===== config.mk =====
export PLATFORM = sky130hd
export DESIGN_NAME = fifo_uart_tx
export DESIGN_NICKNAME = d
export VERILOG_FILES = /design/src/rtl/fifo_uart_tx.sv
export SDC_FILE = /design/constraint.sdc
export NUM_CORES = 1
export LEC_CHECK = 0
export CORE_ASPECT_RATIO = 1.5
export CORE_MARGIN = 3
export CORE_UTILIZATION = 45
export DETAILED_ROUTE_END_ITERATION = 8
export PLACE_DENSITY_LB_ADDON = 0.25
export SYNTH_ARGS = -nofsm -noshare
export SYNTH_HDL_FRONTEND = slang
export SYNTH_SLANG_ARGS = --single-unit

===== constraint.sdc =====
create_clock -name clk -period 2.8 [get_ports clk]
set_clock_uncertainty 0.05 [all_clocks]
set_input_delay 0.56 -clock clk [delete_from_list [all_inputs] [get_ports clk]]
set_output_delay 0.56 -clock clk [all_outputs]
set_load 0.03 [all_outputs]

===== src/rtl/fifo_uart_tx.sv =====
// -----------------------------------------------------------------------------
// fifo_uart_tx
//
// Drain-side consumer for the 8-bit synchronous FIFO. Whenever the FIFO is
// non-empty and transmission is enabled, one word is popped and serialised
// onto a UART-style line: start bit, data bits LSB first, optional even
// parity, then STOP_BITS stop bits.
//
// Optional feature macro: FIFO_UART_TX_PARITY_EN
//   defined   -> an even-parity bit is sent between the last data bit and
//                the stop bit(s)
//   undefined -> no parity state or parity logic is built
//
// Parameters:
//   DATA_WIDTH    FIFO word width and data bits per frame
//   CLKS_PER_BIT  clk cycles per serial bit (2..65535)
//   STOP_BITS     number of stop bits (1 or 2)
//
// Ports:
//   clk           system clock, rising edge
//   reset         synchronous active-low reset (0 = reset)
//   enable        1 = permitted to start new frames
//   fifo_empty    FIFO empty flag
//   fifo_data     FIFO read data, valid the cycle after fifo_read_en
//   fifo_read_en  FIFO pop strobe, one cycle per byte
//   tx            serial line, idle high
//   busy          high whenever the FSM is not idle
//   byte_done     one-cycle pulse on the last stop-bit cycle
//   tx_count      frames completed, wraps at 16 bits
// -----------------------------------------------------------------------------
module fifo_uart_tx #(
    parameter int DATA_WIDTH   = 8,
    parameter int CLKS_PER_BIT = 16,
    parameter int STOP_BITS    = 1
) (
    input  logic                  clk,
    input  logic                  reset,
    input  logic                  enable,
    input  logic                  fifo_empty,
    input  logic [DATA_WIDTH-1:0] fifo_data,
    output logic                  fifo_read_en,
    output logic                  tx,
    output logic                  busy,
    output logic                  byte_done,
    output logic [15:0]           tx_count
);

    localparam int BAUD_W    = 16;
    localparam int BIT_CNT_W = $clog2(DATA_WIDTH) + 1;

    localparam logic [BAUD_W-1:0]    BAUD_LAST = BAUD_W'(CLKS_PER_BIT - 1);
    localparam logic [BIT_CNT_W-1:0] DATA_LAST = BIT_CNT_W'(DATA_WIDTH - 1);
    localparam logic [BIT_CNT_W-1:0] STOP_LAST = BIT_CNT_W'(STOP_BITS - 1);

`ifdef FIFO_UART_TX_PARITY_EN
    typedef enum logic [2:0] {
        IDLE   = 3'd0,
        POP    = 3'd1,
        LOAD   = 3'd2,
        START  = 3'd3,
        DATA   = 3'd4,
        PARITY = 3'd5,
        STOP   = 3'd6
    } state_t;
`else
    typedef enum logic [2:0] {
        IDLE   = 3'd0,
        POP    = 3'd1,
        LOAD   = 3'd2,
        START  = 3'd3,
        DATA   = 3'd4,
        STOP   = 3'd6
    } state_t;
`endif

    state_t                 state_reg,    state_next;
    logic [BAUD_W-1:0]      baud_reg,     baud_next;
    logic [BIT_CNT_W-1:0]   bit_reg,      bit_next;
    logic [DATA_WIDTH-1:0]  shift_reg,    shift_next;
    logic [15:0]            tx_count_reg, tx_count_next;
`ifdef FIFO_UART_TX_PARITY_EN
    logic                   parity_reg,   parity_next;
`endif

    logic                   bit_end;
    logic                   more_data;
    logic [DATA_WIDTH-1:0]  shift_dn;

    // Last cycle of the current serial bit.
    assign bit_end   = (baud_reg == BAUD_LAST);
    // Another frame may start straight from the last stop cycle.
    assign more_data = enable && !fifo_empty;

    // Shift register moved one place towards the LSB, zero-filled at the top.
    genvar gi;
    generate
        for (gi = 0; gi < DATA_WIDTH; gi++) begin : g_shift
            if (gi == DATA_WIDTH - 1) begin : g_top
                assign shift_dn[gi] = 1'b0;
            end else begin : g_mid
                assign shift_dn[gi] = shift_reg[gi+1];
            end
        end
    endgenerate

    always_ff @(posedge clk) begin
        if (!reset) begin
            state_reg    <= IDLE;
            baud_reg     <= '0;
            bit_reg      <= '0;
            shift_reg    <= '0;
            tx_count_reg <= '0;
`ifdef FIFO_UART_TX_PARITY_EN
            parity_reg   <= 1'b0;
`endif
        end else begin
            state_reg    <= state_next;
            baud_reg     <= baud_next;
            bit_reg      <= bit_next;
            shift_reg    <= shift_next;
            tx_count_reg <= tx_count_next;
`ifdef FIFO_UART_TX_PARITY_EN
            parity_reg   <= parity_next;
`endif
        end
    end

    always_comb begin
        state_next    = state_reg;
        baud_next     = baud_reg;
        bit_next      = bit_reg;
        shift_next    = shift_reg;
        tx_count_next = tx_count_reg;
`ifdef FIFO_UART_TX_PARITY_EN
        parity_next   = parity_reg;
`endif
        fifo_read_en  = 1'b0;
        tx            = 1'b1;
        busy          = 1'b1;
        byte_done     = 1'b0;

        unique case (state_reg)
            IDLE: begin
                busy = 1'b0;
                if (more_data) begin
                    state_next = POP;
                end
            end
            POP: begin
                fifo_read_en = 1'b1;
                state_next   = LOAD;
            end
            LOAD: begin
                // FIFO output was registered on the POP edge; capture it now.
                shift_next = fifo_data;
`ifdef FIFO_UART_TX_PARITY_EN
                parity_next = ^fifo_data;
`endif
                baud_next  = '0;
                bit_next   = '0;
                state_next = START;
            end
            START: begin
                tx = 1'b0;
                if (bit_end) begin
                    baud_next  = '0;
                    state_next = DATA;
                end else begin
                    baud_next = baud_reg + 1'b1;
                end
            end
            DATA: begin
                tx = shift_reg[0];
                if (bit_end) begin
                    baud_next  = '0;
                    shift_next = shift_dn;
                    if (bit_reg == DATA_LAST) begin
                        bit_next = '0;
`ifdef FIFO_UART_TX_PARITY_EN
                        state_next = PARITY;
`else
                        state_next = STOP;
`endif
                    end else begin
                        bit_next = bit_reg + 1'b1;
                    end
                end else begin
                    baud_next = baud_reg + 1'b1;
                end
            end
`ifdef FIFO_UART_TX_PARITY_EN
            PARITY: begin
                tx = parity_reg;
                if (bit_end) begin
                    baud_next  = '0;
                    state_next = STOP;
                end else begin
                    baud_next = baud_reg + 1'b1;
                end
            end
`endif
            STOP: begin
                if (bit_end) begin
                    baud_next = '0;
                    if (bit_reg == STOP_LAST) begin
                        byte_done     = 1'b1;
                        tx_count_next = tx_count_reg + 16'd1;
                        bit_next      = '0;
                        state_next    = more_data ? POP : IDLE;
                    end else begin
                        bit_next = bit_reg + 1'b1;
                    end
                end else begin
                    baud_next = baud_reg + 1'b1;
                end
            end
            default: begin
                state_next = IDLE;
            end
        endcase
    end

    assign tx_count = tx_count_reg;

endmodule


==> results.py, run 1 <==
metrics = {
    "floorplan": {
        "dieWidth_um": 67.5,
        "ioPinCount": 32,
        "die-area_mm2": 0.00663,
        "die_y_um": 98.3,
        "initial_utilization": 0.465,
        "coreArea_mm2": 0.00549,
        "std_cell_rows": 33,
    },
    "synthesis": {
        "synth_flop_cell": "dfxtp_1",
        "synth_top_cells_by_area": "dfxtp_1, nor2_1, xnor2_1",
        "avgSynthCellArea_um2": 8.16,
        "mappedNetlistArea_mm2": 0.00255,
        "synth_cells": 313,
        "synth_seq_cells": 47,
        "ys_warn_count": 0,
        "syn_nets": 329,
        "synth_enable_flop_cells": 0,
        "yosysTopAreaCell": "dfxtp_1",
        "ys_seq_area_frac": 0.368,
        "synthArstFlopShare": 0,
        "synth_cell_types": 51,
        "yosysTopAreaCellShare": 0.368,
    },
    "cts": {
        "htreeDepth": 2,
        "cts_tree": "yes",
        "clk_pin_slew_ns": 0.09,
        "clk_latency_ns": 0.30,
        "cts_buffers": 5,
        "cts_buffer_depth": 2,
        "clockRootBuffer": "clkbuf_8",
        "post-cts-setup-buffers": 0,
        "clock_sinks": 47,
    },
    "final_layout": {
        "drive_above_1_share": 0.0756,
        "final_common_cell": "dfxtp_1",
        "nets": 359,
        "mostFrequentLayoutCells": "dfxtp_1, nor2_1, clkdlybuf4s50_1",
        "synthToLayoutAreaGrowth_pct": 18.7,
        "utilization": 0.552,
        "fin_area_mm2": 0.00303,
        "diodes": 0,
    },
    "global_routing": {
        "grt_pass1_wl_mm": 10.4,
        "antenna_found_initial": 0,
        "grt_pass1_vias": 2352,
        "grt_remaining_overflow": 0,
        "track_usage": 0.197,
        "grt_max_degree": 33,
    },
    "routing": {
        "drt-wirelength-per-cell_um": 14.0,
        "finalWirelength_mm": 5.81,
        "viasPerCell": 5.65,
        "drc_errors": 0,
        "dr.first_iter.drc_count": 113,
        "ant_nets": 0,
        "vias": 2340,
        "drt-pass1-iter-count": 4,
    },
    "outcome": {
        "status": "completed",
    },
    "sta": {
        "fin_crit_sh": 0.944,
        "finalSetupViolCount": 0,
        "clock.fmax_mhz": 378,
        "worst_slew_pin_slew_ns": 0.581,
        "postLayoutSetupSlackWorst_ns": 0.157,
        "slew_headroom": 0.609,
        "layout_min_cycle_time_ns": 2.64,
        "drv_slew": 0,
        "hold_viol": 0,
        "rsz0062_at_grt": "no",
        "setup_tns_ns": 0,
    },
    "setup_path": {
        "r2r_cells": 6,
        "critPathKind": "reg2out",
        "critPathLaunchType": "register",
        "critPathMaxStageDelay_ns": 0.69,
        "cp_max_fo": 15,
        "crit_chain": "and3b_1 -> a31oi_1 -> clkdlybuf4s50_1",
        "crit_end": "tx",
        "worstSetupEndpointType": "primary output",
        "rr_startpoint": "baud_reg[0]",
        "crit_slowest_cell": "clkdlybuf4s50_1",
        "worstPathRequired_ns": 2.19,
        "worstReg2RegEnd": "baud_reg[12]",
        "r2r_slack_ns": 0.55,
        "arrival_ns": 2.03,
        "critPathLaunch": "state_reg[2]",
    },
    "power_and_ir_drop": {
        "pwr_density_cell_mw_per_mm2": 520,
        "vdd.ir_drop.worst_v": 0.000386,
        "p_leak_nw": 1.00,
    },
    "hold_path": {
        "worstHoldPathType": "reg2reg",
    },
    "placement": {
        "place_ws_ns": 0.247,
        "dp_hpwl_mm": 4.29,
        "gp_congestion": 0.816,
        "placed_cell_area_mm2": 0.00292,
        "io_buffers": 31,
    },
    "job": {
        "maxCapViolations": 0,
    },
}
## how the worst min path moves through the flow
stage	from	cells past startpoint	to	slack (ns)
floorplan	shift_reg[7]	2	shift_reg[7]	0.41
global placement	shift_reg[7]	2	shift_reg[7]	0.43
detailed placement	shift_reg[7]	2	shift_reg[7]	0.43
CTS	shift_reg[7]	2	shift_reg[7]	0.45
global route	shift_reg[7]	2	shift_reg[7]	0.48
finish	shift_reg[7]	2	shift_reg[7]	0.44
## layout make-up
type,instances,area (um2)
clock inverter,2,35.0
inverter,10,37.5
clock buffer,6,82.6
tap,70,87.6
fill,516,2460
timing repair buffer,40,377
multi-input combinational,239,1470
sequential,47,941
## per-stage QoR
| stage | total power, mW | instances | hold WS, ns |
|---|---|---|---|
| global route | 1.66 | 414 | 0.482 |
| CTS | 1.59 | 414 | 0.448 |
| detailed placement | 1.08 | 406 | 0.427 |
| finish | 1.58 | 414 | 0.444 |
| global placement | 1.08 | 406 | 0.425 |
| floorplan | 0.987 | 313 | 0.412 |
## power breakdown
part	switching (mW)	total, mW	leakage, nW	internal, mW
combinational	0.187	0.323	0.563	0.136
clock	0.223	0.512	0.0612	0.289
sequential	0.0348	0.740	0.381	0.705
## worst max-delay path, delay by kind of cell (launching register included)
kind	cells	cell delay, ns
flops	1	0.61
compound gates	1	0.16
buf+inv	1	0.69
simple gates	1	0.26
## synth_stat cells, types with 5 or more instances
| cell | number |
|---|---|
| a221oi_1 | 7 |
| dfxtp_1 | 47 |
| nand3_1 | 16 |
| nor2_1 | 41 |
| xnor2_1 | 16 |
| nor4_1 | 8 |
| nor2b_1 | 10 |
| a31oi_1 | 9 |
| a21oi_1 | 26 |
| nand2_1 | 23 |
| and3_1 | 5 |
| o21ai_0 | 9 |
| clkbuf_1 | 9 |
| nand4_1 | 9 |
| nor3_1 | 15 |
| buf_6 | 5 |
| inv_1 | 9 |
## logic make-up (layout without fill, tap and decap cells)
family,count (synthesis),after routing,synth area share
compound gates,62,62,0.149
buf+inv,27,58,0.0554
fa+ha+maj,4,4,0.0196
flops,47,47,0.368
xor+xnor,17,17,0.0583
simple gates,153,153,0.337
mux,3,3,0.0118
## what timing repair did
action	CTS	global route
setup endpoints to repair	1	0
resized for setup	1	0
hold buffers	0	0
## routing by layer
layer  up-vias  GRT usage  part of all wire  routed length [um]
met5         -          0                 0                   0
met4         0     0.0844             0.024                 141
met3        10     0.0368             0.027                 157
met2        34      0.347              0.53                3080
met1      1109      0.223              0.42                2430
li1       1187          -                 -                   -
Power figures use the tool's default switching activity.
==> run 2, diff against run 1 <==
--- a/config.mk
+++ b/config.mk
@@ -10,6 +10,7 @@
 export CORE_UTILIZATION = 45
 export DETAILED_ROUTE_END_ITERATION = 8
 export PLACE_DENSITY_LB_ADDON = 0.25
+export SETUP_SLACK_MARGIN = 0.5
 export SYNTH_ARGS = -nofsm -noshare
 export SYNTH_HDL_FRONTEND = slang
 export SYNTH_SLANG_ARGS = --single-unit
==> results.py, run 2 (synthesis results as in run 1) <==
metrics = {
    "power_and_ir_drop": {
        "power.share.clock": 0.318,
        "pwr_density_cell_mw_per_mm2": 508,
        "p_int_mw": 1.10,
        "p_seq_frac": 0.480,
        "p_leak_nw": 1.00,
        "switching_power_uw": 460,
        "combPwrFrac": 0.201,
        "vdd.ir_drop.worst_v": 0.000406,
        "switching_share": 0.295,
    },
    "global_routing": {
        "antenna_found_initial": 0,
        "grt_pass1_vias": 2321,
        "busiest_layer": "met2",
        "grt_pass1_wl_mm": 10.3,
        "track_usage": 0.196,
        "grt_remaining_overflow": 0,
        "use_met2": 0.356,
        "grt_max_degree": 33,
        "gr-usage-met3": 0.0345,
        "grtUsageMet1": 0.220,
    },
    "routing": {
        "ant_nets": 0,
        "vias": 2360,
        "viasPerCell": 5.70,
        "drt-wirelength-per-cell_um": 14.4,
        "drc_errors": 0,
        "drt-pass1-iter-count": 4,
        "dr.first_iter.drc_count": 103,
        "finalWirelength_mm": 5.97,
    },
    "cts": {
        "cts_tree": "yes",
        "cts_buffer_depth": 2,
        "htreeDepth": 2,
        "clk_pin_slew_ns": 0.09,
        "cts_hold_buf": 0,
        "clockRootBuffer": "clkbuf_8",
        "cts_buffers": 5,
        "clk_latency_ns": 0.30,
        "clock_sinks": 47,
    },
    "setup_path": {
        "crit_slowest_cell": "dfxtp_4",
        "critPathLaunchType": "register",
        "critPathLaunch": "baud_reg[1]",
        "cp_max_fo": 5,
        "crit_chain": "ha_4 -> and4b_4 -> nand4_4 -> nor3_2 -> buf_4",
        "rr_startpoint": "baud_reg[10]",
        "worstPathRequired_ns": 2.19,
        "arrival_ns": 1.62,
        "critPathKind": "reg2out",
        "critPathMaxStageDelay_ns": 0.38,
        "worstSetupEndpointType": "primary output",
    },
    "hold_path": {
        "min_from": "shift_reg[7]",
        "worstHoldPathType": "reg2reg",
    },
    "final_layout": {
        "synthToLayoutAreaGrowth_pct": 20.2,
        "fillers": 526,
        "diodes": 0,
        "final_common_cell": "nor2_1",
        "nets": 360,
        "utilization": 0.559,
        "mostFrequentLayoutCells": "nor2_1, dfxtp_1, clkdlybuf4s50_1",
        "drive_above_1_share": 0.108,
    },
    "sta": {
        "hold_viol": 0,
        "fin_crit_sh": 0.798,
        "worst_slew_pin_slew_ns": 0.637,
        "rsz0062_at_grt": "yes",
        "drv_slew": 0,
        "clock.fmax_mhz": 447,
        "slew_headroom": 0.572,
        "setup_tns_ns": 0,
        "hold_slack_ns": 0.446,
        "layout_min_cycle_time_ns": 2.23,
        "finalSetupViolCount": 0,
    },
    "placement": {
        "dp_hpwl_mm": 4.38,
        "gp_congestion": 0.812,
        "io_buffers": 31,
    },
    "outcome": {
        "status": "completed",
    },
    "floorplan": {
        "die-area_mm2": 0.00663,
        "ioPinCount": 32,
        "std_cell_rows": 33,
        "coreArea_mm2": 0.00549,
        "dieWidth_um": 67.5,
        "die_y_um": 98.3,
        "initial_utilization": 0.465,
    },
    "job": {
        "maxCapViolations": 0,
    },
}
## run 2: cell types whose count changed in the layout (fill, tap and decap cells not counted), sizes merged
cell | previous run | this run
clkdlybuf4s50 | 30 | 27
dlygate4sd2 | 1 | 2
clkinvlp | 0 | 1
clkbuf | 6 | 5
clkinv | 2 | 1
buf | 9 | 11
clkdlybuf4s15 | 0 | 1
## run 2: cell type report
cell class	instances	area, um2	area share
Multi-Input combinational cell	239	1500	0.490
Sequential cell	47	955	0.311
Timing Repair Buffer	41	380	0.124
Tap cell	70	87.6	0.0285
Clock buffer	5	68.8	0.0224
Clock inverter	2	37.5	0.0122
Inverter	10	37.5	0.0122
## run 2: final timing paths
| path | to | slack, ns | cells past startpoint |
|---|---|---|---|
| worst max-delay path | byte_done | 0.57 | 5 |
| worst max register to register | baud_reg[5] | 0.63 | 7 |
| worst min register to register | shift_reg[7] | 0.45 | 2 |
| worst min-delay path | shift_reg[7] | 0.45 | 2 |
## run 2: power groups by stage
stage                     Sequential [mW]  Combinational, mW  Clock (mW)
after floorplan                     0.738              0.249           0
after global placement              0.760              0.319           0
after detailed placement            0.762              0.321           0
after CTS                           0.747              0.315       0.507
after global routing                0.755              0.354       0.535
final                               0.749              0.314       0.496
## run 2: layer usage
layer,wire length [um],vias to the layer above
met3,171,7
met1,2490,1115
met2,3240,44
met5,0,-
li1,-,1194
met4,78,0
## run 2: stage by stage
| step | setup WS, ns | area (um2) | std cells | total power [mW] |
|---|---|---|---|---|
| 5_1_grt | 0.485 | 3070 | 414 | 1.64 |
| 3_5_place_dp | 0.343 | 2920 | 406 | 1.08 |
| 3_3_place_gp | 0.376 | 2920 | 406 | 1.08 |
| 2_1_floorplan | 0.732 | 2560 | 313 | 0.988 |
| 6_report | 0.565 | 3070 | 414 | 1.56 |
| 4_1_cts | 0.294 | 3020 | 413 | 1.57 |
## run 2: timing repair
action,CTS,global route
setup endpoints to repair,4,2
resized for setup,6,17
setup buffers,0,1
pin swaps,0,4
## run 2: critical path, delay by kind of cell, from the launching register on
kind          cells  cell delay [ns]
flops             1             0.38
simple gates      3             0.61
buf+inv           1             0.19
fa+ha+maj         1             0.15
